**src/rtl/frame_pkg.sv**
```systemverilog
// frame_pkg: shared framing constants, FSM state type and the CRC16-CCITT step
package frame_pkg;
  localparam logic [15:0] HEADER_WORD = 16'hE0E0;
  localparam logic [15:0] CRC_POLY = 16'h1021;
  localparam logic [15:0] CRC_INIT = 16'hFFFF;
  localparam int MAX_WORDS = 8;
  typedef enum logic [2:0] {IDLE, HEAD, CTRL, PAY, CRC, GAP} state_e;
  function automatic logic [15:0] crc16_step(input logic [15:0] crc, input logic [15:0] d);
    logic [15:0] c;
    c = crc;
    for (int i = 15; i >= 0; i--) c = (c[15] ^ d[i]) ? ({c[14:0], 1'b0} ^ CRC_POLY) : {c[14:0], 1'b0};
    return c;
  endfunction
endpackage

```
**src/rtl/frame_crc16.sv**
```systemverilog
// frame_crc16: registered CRC16 accumulator; init reseeds, step folds in din, otherwise holds
module frame_crc16 #(
  parameter logic [15:0] INIT = frame_pkg::CRC_INIT
) (
  input  logic        clk,
  input  logic        rst,
  input  logic        init,
  input  logic        step,
  input  logic [15:0] din,
  output logic [15:0] crc_q,
  output logic [15:0] crc_d
);
  import frame_pkg::*;
  always_comb crc_d = init ? INIT : step ? crc16_step(crc_q, din) : crc_q;
  always_ff @(posedge clk) crc_q <= rst ? INIT : crc_d;
endmodule

```
**src/rtl/frame_generator.sv**
```systemverilog
// frame_generator: serialises descriptors into header, control, payload and CRC16 words with registered outputs
module frame_generator #(
  parameter logic [15:0] HEADER = frame_pkg::HEADER_WORD,
  parameter logic [15:0] IDLE_WORD = 16'h0000,
  parameter logic [15:0] CRC_INIT = frame_pkg::CRC_INIT,
  parameter int GAP_CYCLES = 2,
  parameter int MAX_WORDS = frame_pkg::MAX_WORDS
) (
  input  logic         clk_in,
  input  logic         rst,
  input  logic         frm_valid,
  output logic         frm_ready,
  input  logic [7:0]   frm_vld_ch,
  input  logic [3:0]   frm_len,
  input  logic [127:0] frm_data,
  input  logic         crc_corrupt,
  output logic [15:0]  data_out,
  output logic         data_out_vld,
  output logic         frame_start,
  output logic         frame_end,
  output logic         busy
);
  import frame_pkg::*;
  state_e state_q, state_d;
  logic [7:0] vld_ch_q, vld_ch_d;
  logic [3:0] len_q, len_d, idx_q, idx_d, gap_q, gap_d;
  logic [127:0] data_q, data_d, pay_sh;
  logic corrupt_q, corrupt_d, accept, step;
  logic [15:0] data_out_q, data_out_d, crc_q, crc_d;
  logic vld_q, vld_d, start_q, start_d, end_q, end_d, busy_q, busy_d, ready_q, ready_d;
  assign accept = state_q == IDLE && ready_q && frm_valid;
  assign step = state_q == CTRL || state_q == PAY;
  frame_crc16 #(.INIT(CRC_INIT)) u_crc (
    .clk(clk_in), .rst(rst), .init(accept), .step(step), .din(data_out_q), .crc_q(crc_q), .crc_d(crc_d)
  );
  always_comb begin
    state_d = state_q;
    vld_ch_d = vld_ch_q;
    len_d = len_q;
    data_d = data_q;
    corrupt_d = corrupt_q;
    idx_d = idx_q;
    gap_d = gap_q;
    case (state_q)
      IDLE: if (accept) begin
        vld_ch_d = frm_vld_ch;
        len_d = frm_len > 4'(MAX_WORDS) ? 4'(MAX_WORDS) : frm_len;
        data_d = frm_data;
        corrupt_d = crc_corrupt;
        state_d = HEAD;
      end
      HEAD: state_d = CTRL;
      CTRL: begin
        idx_d = '0;
        state_d = len_q != '0 ? PAY : CRC;
      end
      PAY: begin
        idx_d = idx_q + 4'd1;
        state_d = idx_q == len_q - 4'd1 ? CRC : PAY;
      end
      CRC: begin
        gap_d = '0;
        state_d = GAP_CYCLES > 0 ? GAP : IDLE;
      end
      GAP: begin
        gap_d = gap_q + 4'd1;
        state_d = gap_q == 4'(GAP_CYCLES - 1) ? IDLE : GAP;
      end
      default: state_d = IDLE;
    endcase
    // outputs are registered, so they are computed for the state being entered
    pay_sh = data_q << {idx_d, 4'b0000};
    data_out_d = state_d == HEAD ? HEADER :
                 state_d == CTRL ? {vld_ch_q, 4'h0, len_q} :
                 state_d == PAY ? pay_sh[127:112] :
                 state_d == CRC ? crc_d ^ {15'b0, corrupt_q} : IDLE_WORD;
    vld_d = state_d inside {HEAD, CTRL, PAY, CRC};
    start_d = state_d == HEAD;
    end_d = state_d == CRC;
    busy_d = state_d != IDLE;
    ready_d = state_d == IDLE;
  end
  always_ff @(posedge clk_in) begin
    if (rst) begin
      state_q <= IDLE;
      vld_ch_q <= '0;
      len_q <= '0;
      data_q <= '0;
      corrupt_q <= 1'b0;
      idx_q <= '0;
      gap_q <= '0;
      data_out_q <= IDLE_WORD;
      vld_q <= 1'b0;
      start_q <= 1'b0;
      end_q <= 1'b0;
      busy_q <= 1'b0;
      ready_q <= 1'b0;
    end else begin
      state_q <= state_d;
      vld_ch_q <= vld_ch_d;
      len_q <= len_d;
      data_q <= data_d;
      corrupt_q <= corrupt_d;
      idx_q <= idx_d;
      gap_q <= gap_d;
      data_out_q <= data_out_d;
      vld_q <= vld_d;
      start_q <= start_d;
      end_q <= end_d;
      busy_q <= busy_d;
      ready_q <= ready_d;
    end
  end
  assign data_out = data_out_q;
  assign data_out_vld = vld_q;
  assign frame_start = start_q;
  assign frame_end = end_q;
  assign busy = busy_q;
  assign frm_ready = ready_q;
endmodule

```
**config.mk**
```make
export PLATFORM = sky130hd
export DESIGN_NAME = frame_generator
export DESIGN_NICKNAME = d
export VERILOG_FILES = /design/src/rtl/frame_pkg.sv /design/src/rtl/frame_crc16.sv /design/src/rtl/frame_generator.sv
export SDC_FILE = /design/constraint.sdc
export NUM_CORES = 1
export LEC_CHECK = 0
export ABC_AREA = 0
export CORE_MARGIN = 2
export CORE_UTILIZATION = 56
export CTS_BUF_LIST = sky130_fd_sc_hd__clkbuf_4 sky130_fd_sc_hd__clkbuf_8
export DETAILED_ROUTE_END_ITERATION = 16
export PLACE_DENSITY = 0.92
export SYNTH_ARGS = -nofsm -noshare
export SYNTH_HDL_FRONTEND = slang
export SYNTH_HIERARCHICAL = 1
export SYNTH_SLANG_ARGS = --single-unit
```
**constraint.sdc**
```tcl
create_clock -name clk_in -period 8.3 [get_ports clk_in]
set_input_delay 2.49 -clock clk_in [delete_from_list [all_inputs] [get_ports clk_in]]
set_output_delay 2.49 -clock clk_in [all_outputs]
set_load 0.005 [all_outputs]
```
# Word level (Yosys, flattened, before mapping)
# Cells that the tools add are included.
dict set report word_totals {
  reg_bits 189
  input_bits 144
  output_inout_bits 21
  wordCells 107
}
dict set report op_classes {
  add_sub_neg 3
  order_cmp 1
  n_eq_ne 11
  n_shift 1
  mux 30
  bitwise 33
  reduce_logical 12
}
# cell n
set op_table {}
lappend op_table {{two-way mux 13 bit} 16}
lappend op_table {{<< shifter 128 x 8 -> 128 bit} 1}
lappend op_table {{two-way mux 16 bit} 6}
lappend op_table {{NOT 3 bit} 16}
lappend op_table {{case mux 3 bit (6 select lines)} 1}
lappend op_table {{case mux 4 bit (2 select lines)} 2}
lappend op_table {{XOR 1 bit} 16}
lappend op_table {{XOR 16 x 1 -> 16 bit} 1}
lappend op_table {{equality test 3 x 2 -> 1 bit (second input constant)} 4}
lappend op_table {{two-way mux 3 bit} 4}
lappend op_table {{equality test 3 bit (second input constant)} 3}
lappend op_table {{adder 4 x 1 -> 4 bit (second input constant)} 2}
lappend op_table {{nonzero test 4 bit} 2}
lappend op_table {{equality test 3 x 1 -> 1 bit (second input constant)} 2}
lappend op_table {{zero test 3 bit} 2}
lappend op_table {{equality test 4 x 1 -> 1 bit (second input constant)} 1}
lappend op_table {{equality test 4 bit} 1}
lappend op_table {{> comparator 4 bit (second input constant)} 1}
lappend op_table {{two-way mux 4 bit} 1}
lappend op_table {{subtractor 4 x 1 -> 4 bit (second input constant)} 1}
lappend op_table {{nonzero test 3 bit} 1}
lappend op_table {{OR reduction 3 bit} 1}
lappend op_table {{logical AND 1 bit} 2}
lappend op_table {{AND reduction 2 bit} 1}
lappend op_table {{other kinds (3)} 3}

# Longest topological paths before layout
dict set report logic_depth {
  word_depth 39
  ltp_mapped 13
  depth_no_buf 9
}

# Hierarchy
# The synthesis kept the hierarchy.
# mod n_inst cells_each area_each_um2 seq_area_each_um2
set modules_own_cells {}
lappend modules_own_cells {frame_generator 1 921 7373.3 3463.3}
lappend modules_own_cells {frame_crc16 1 151 1506.4 320.3}

# Least setup slack after synthesis
# OpenSTA, ideal clock, no wires.
dict set report synth_timing {
  path_type {input -> register}
  from {input frm_valid}
  to {register data_out_q[5], in the netlist data_out[5]}
  setup_ns 0.070
  t_arrival_ns 4.469
  required_ns 8.230
  path_slack_ns 3.761
  cell_stages 11
  n_path_buf 3
  path_cell_list {nand3_1 or2_2 inv_1 clkbuf_1 buf_2 dlygate4sd3_1 nor3_1 a21oi_1 o21bai_1 a21oi_1 a21oi_1}
}
dict set report synth_between {
  word_cells_on_any_way 13
  classes_between {eq/ne (4); mux (7); bitwise (1); reduce/logical (1)}
}
# item line_no
set synth_lines {}
lappend synth_lines {{start, declared} frame_generator.sv:11} ;# input logic frm_valid,
lappend synth_lines {{logical AND 1 bit} frame_generator.sv:31} ;# assign accept = state_q == IDLE && ready_q && frm_valid;
lappend synth_lines {{named net accept} frame_generator.sv:28} ;# logic corrupt_q, corrupt_d, accept, step;
lappend synth_lines {{two-way mux 16 bit} frame_crc16.sv:14} ;# always_comb crc_d = init ? INIT : step ? crc16_step(crc_q, din) : crc_q;
lappend synth_lines {{named net crc_d[5]} frame_generator.sv:29} ;# logic [15:0] data_out_q, data_out_d, crc_q, crc_d;
lappend synth_lines {{XOR 16 x 1 -> 16 bit} frame_generator.sv:76} ;# state_d == CRC ? crc_d ^ {15'b0, corrupt_q} : IDLE_WORD;
lappend synth_lines {{two-way mux 16 bit} frame_generator.sv:76}
lappend synth_lines {{two-way mux 16 bit} frame_generator.sv:75} ;# state_d == PAY ? pay_sh[127:112] :
lappend synth_lines {{two-way mux 16 bit} frame_generator.sv:74} ;# state_d == CTRL ? {vld_ch_q, 4'h0, len_q} :
lappend synth_lines {{two-way mux 16 bit} frame_generator.sv:73} ;# data_out_d = state_d == HEAD ? HEADER :
lappend synth_lines {{end signal, assigned} frame_generator.sv:106} ;# data_out_q <= data_out_d;
lappend synth_lines {{end, declared} frame_generator.sv:29}
# The timed path passes the listed nets, and every way through them passes these cells.
# A chain may end at the register's enable or synchronous reset.

# Worst setup path in the final report
dict set report layout_timing {
  from {input frm_valid}
  to {register data_q[39]}
}
dict set report layout_between {
  elab_chain_len 2
}
# item line_no
set layout_lines {}
lappend layout_lines {{logical AND 1 bit} frame_generator.sv:31}
lappend layout_lines {{AND reduction 2 bit (no source line)} n/a}
lappend layout_lines {{end signal, assigned} frame_generator.sv:102} ;# data_q <= data_d;
lappend layout_lines {{end, declared} frame_generator.sv:27} ;# logic [127:0] data_q, data_d, pay_sh;
# No other way between the ends.

==> metrics.txt <==
status=completed; RSZ-0062 raised after global routing=no; commonest non-fill, non-tap cell in the layout=nand2_1; Mapped Cells=1072; max cap viols=0; Longest Clk Path Bufs=2; Static Leakage=4.25 nW; Via Count=8199; wire per inst=17.2 µm; initial drt markers=964; cells on worst reg2reg path=7; Post-Syn Nets=1221; Root Buffer=clkbuf_8; post-synth top area cell=dfxtp_1; share of cells above drive strength 1=5.16%; CTS sink count=189; Worst Setup Start Kind=input port; post-CTS setup buffers=0; FFs w/ async S/R, synth=0%; hold-fix buffers at CTS=0; setup ws final=3410 ps; Mapped Area=8880 µm²; H-Tree Level Count=4; fin. max-slew vios=0; first-pass GRT wire length=38.0 mm; Post-synth EDFFs=0; period utilization=58.9%; Die Width=130 µm; Yosys cell types=61; Resized Gates After CTS=0; Slew @ Worst Pin=994 ps; TritonCTS clock tree=done; Layout Nets=1338; gpl congestion=0.923; area delta synth->final=23.5%; Setup crit end kind=flop; final core utilization=69.8%; Initial Utilization=56.5%; crit path DAT=5290 ps; drt first pass iters=6; CTS Buf Count=17; Final Routed Wirelength=24.3 mm; Setup Total Neg Slack=0 ps; Synth area leaders=dfxtp_1, nand2_1, a21oi_1, mux2i_1, xnor3_1; largest net degree at the start of global routing=104; post-DP HPWL=17.2 mm; clk_skew=12.8 ps; prevailing post-synth register cell=dfxtp_1; # setup viols final=0; Hold Vio Cnt, Final=0; Cell Rows=46; Worst EP required=8700 ps; Seq cells post-synth=189; worst skew pair latency=480 ps; Remaining DRCs=0; Hold/Removal Path Class=reg2reg; Cells on Worst Hold Path=2; PD cells=177 nW/µm²; pre-CTS setup slack=2960 ps; Tot GR Track Use=29.2%; crit path kind=in2reg; Synth top area share=42.6%; post-route antenna net violation count=0; via density per instance=5.79; Tmin final=4890 ps; die area=16900 µm²; core region area=15700 µm²; # fillers=1160; Crit Path Max Fanout=103; antenna violations before repair=0; synthesized area per cell=8.28 µm²; peak supply drop=118 µV; most frequent cells in the layout=nand2_1, dfxtp_1, clkdlybuf4s50_1; vias in the first global route=7759; ant diodes=0; IO Count=165; Max Clock Freq=205 MHz; Seq/Total Area, Yosys=42.6%; worst relative slew slack=33.5%; IO buf count=164; Synth warnings=6; Worst-path clk slew=90 ps; GRT overflow=0; Die Height=130 µm
-- cells by family (layout without fill, tap and decap cells) --
group           Yosys count  in the layout  synth area share (%)
compound gates          226            226                  14.8
xor+xnor                 52             52                  8.02
fa+ha+maj                 5              5                 0.705
buf+inv                  81            210                  4.16
flops                   189            189                  42.6
mux                      67             67                  7.55
simple gates            452            452                  22.1
-- cell type report --
class                   instances  area, µm²  area share, %
inverters                       8       32.5          0.297
clock inverters                 7        124           1.13
flip-flops and latches        189       3780           34.5
multi-input cells             802       4740           43.2
repair buffers                171       1690           15.4
clock buffers                  24        324           2.95
well taps                     216        270           2.46
-- critical path: stages --
cell and delay [ps]:
clkdlybuf4s50_1 460, nand3_1 70, or2_4 430, inv_4 770
buf_4 690, nand2_1 160, a21oi_1 170
-- metal layers --
metal	track usage (%)	vias up	part of all wire (%)
met3	6.03	78	8.9
met2	46.3	439	47
li1	-	3869	-
met1	37.3	3813	40
met5	0	-	0
met4	16.2	0	4.8
-- cells in the mapped netlist, types with 10 or more instances --
master	n
nor3_1	11
nand3_1	22
xor2_1	11
buf_2	17
nand2b_1	10
buf_1	10
xnor2_1	22
dfxtp_1	189
o21ai_0	11
a22oi_1	18
nor2_1	26
a21oi_1	157
mux2i_1	67
clkbuf_1	37
nand2_1	325
-- state kept, by name, indices dropped and copies added (netlist names) --
register / flops
busy: 1
corrupt_q: 1
data_out: 16
data_out_vld: 1
data_q: 128
frame_end: 1
frame_start: 1
frm_ready: 1
gap_q: 4
idx_q: 4
len_q: 4
state_q: 3
u_crc/crc_q: 16
vld_ch_q: 8
-- power breakdown --
| part | internal (mW) | switching (mW) |
|---|---|---|
| combinational | 0.145 | 0.143 |
| clock | 0.351 | 0.321 |
| sequential | 0.950 | 0.0287 |
-- metrics by stage --
| step | cells | instance area [µm²] | hold slack, ps | power [mW] |
|---|---|---|---|---|
| final | 1417 | 11000 | 458 | 1.94 |
| after global routing | 1417 | 11000 | 479 | 2.00 |
| after floorplan | 1072 | 8880 | 436 | 1.16 |
| after detailed placement | 1386 | 10500 | 447 | 1.28 |
| after global placement | 1386 | 10500 | 442 | 1.27 |
| after CTS | 1417 | 11000 | 460 | 1.93 |
-- worst paths after layout --
kind              slack [ps]  startpoint      endpoint
setup / recovery        3410   frm_valid    data_q[39]
hold / removal           460  data_q[76]    data_q[76]
setup reg to reg        5020    idx_q[0]  data_out[12]
hold reg to reg          460  data_q[76]    data_q[76]
No activity file was read; power rests on OpenSTA's default activity.
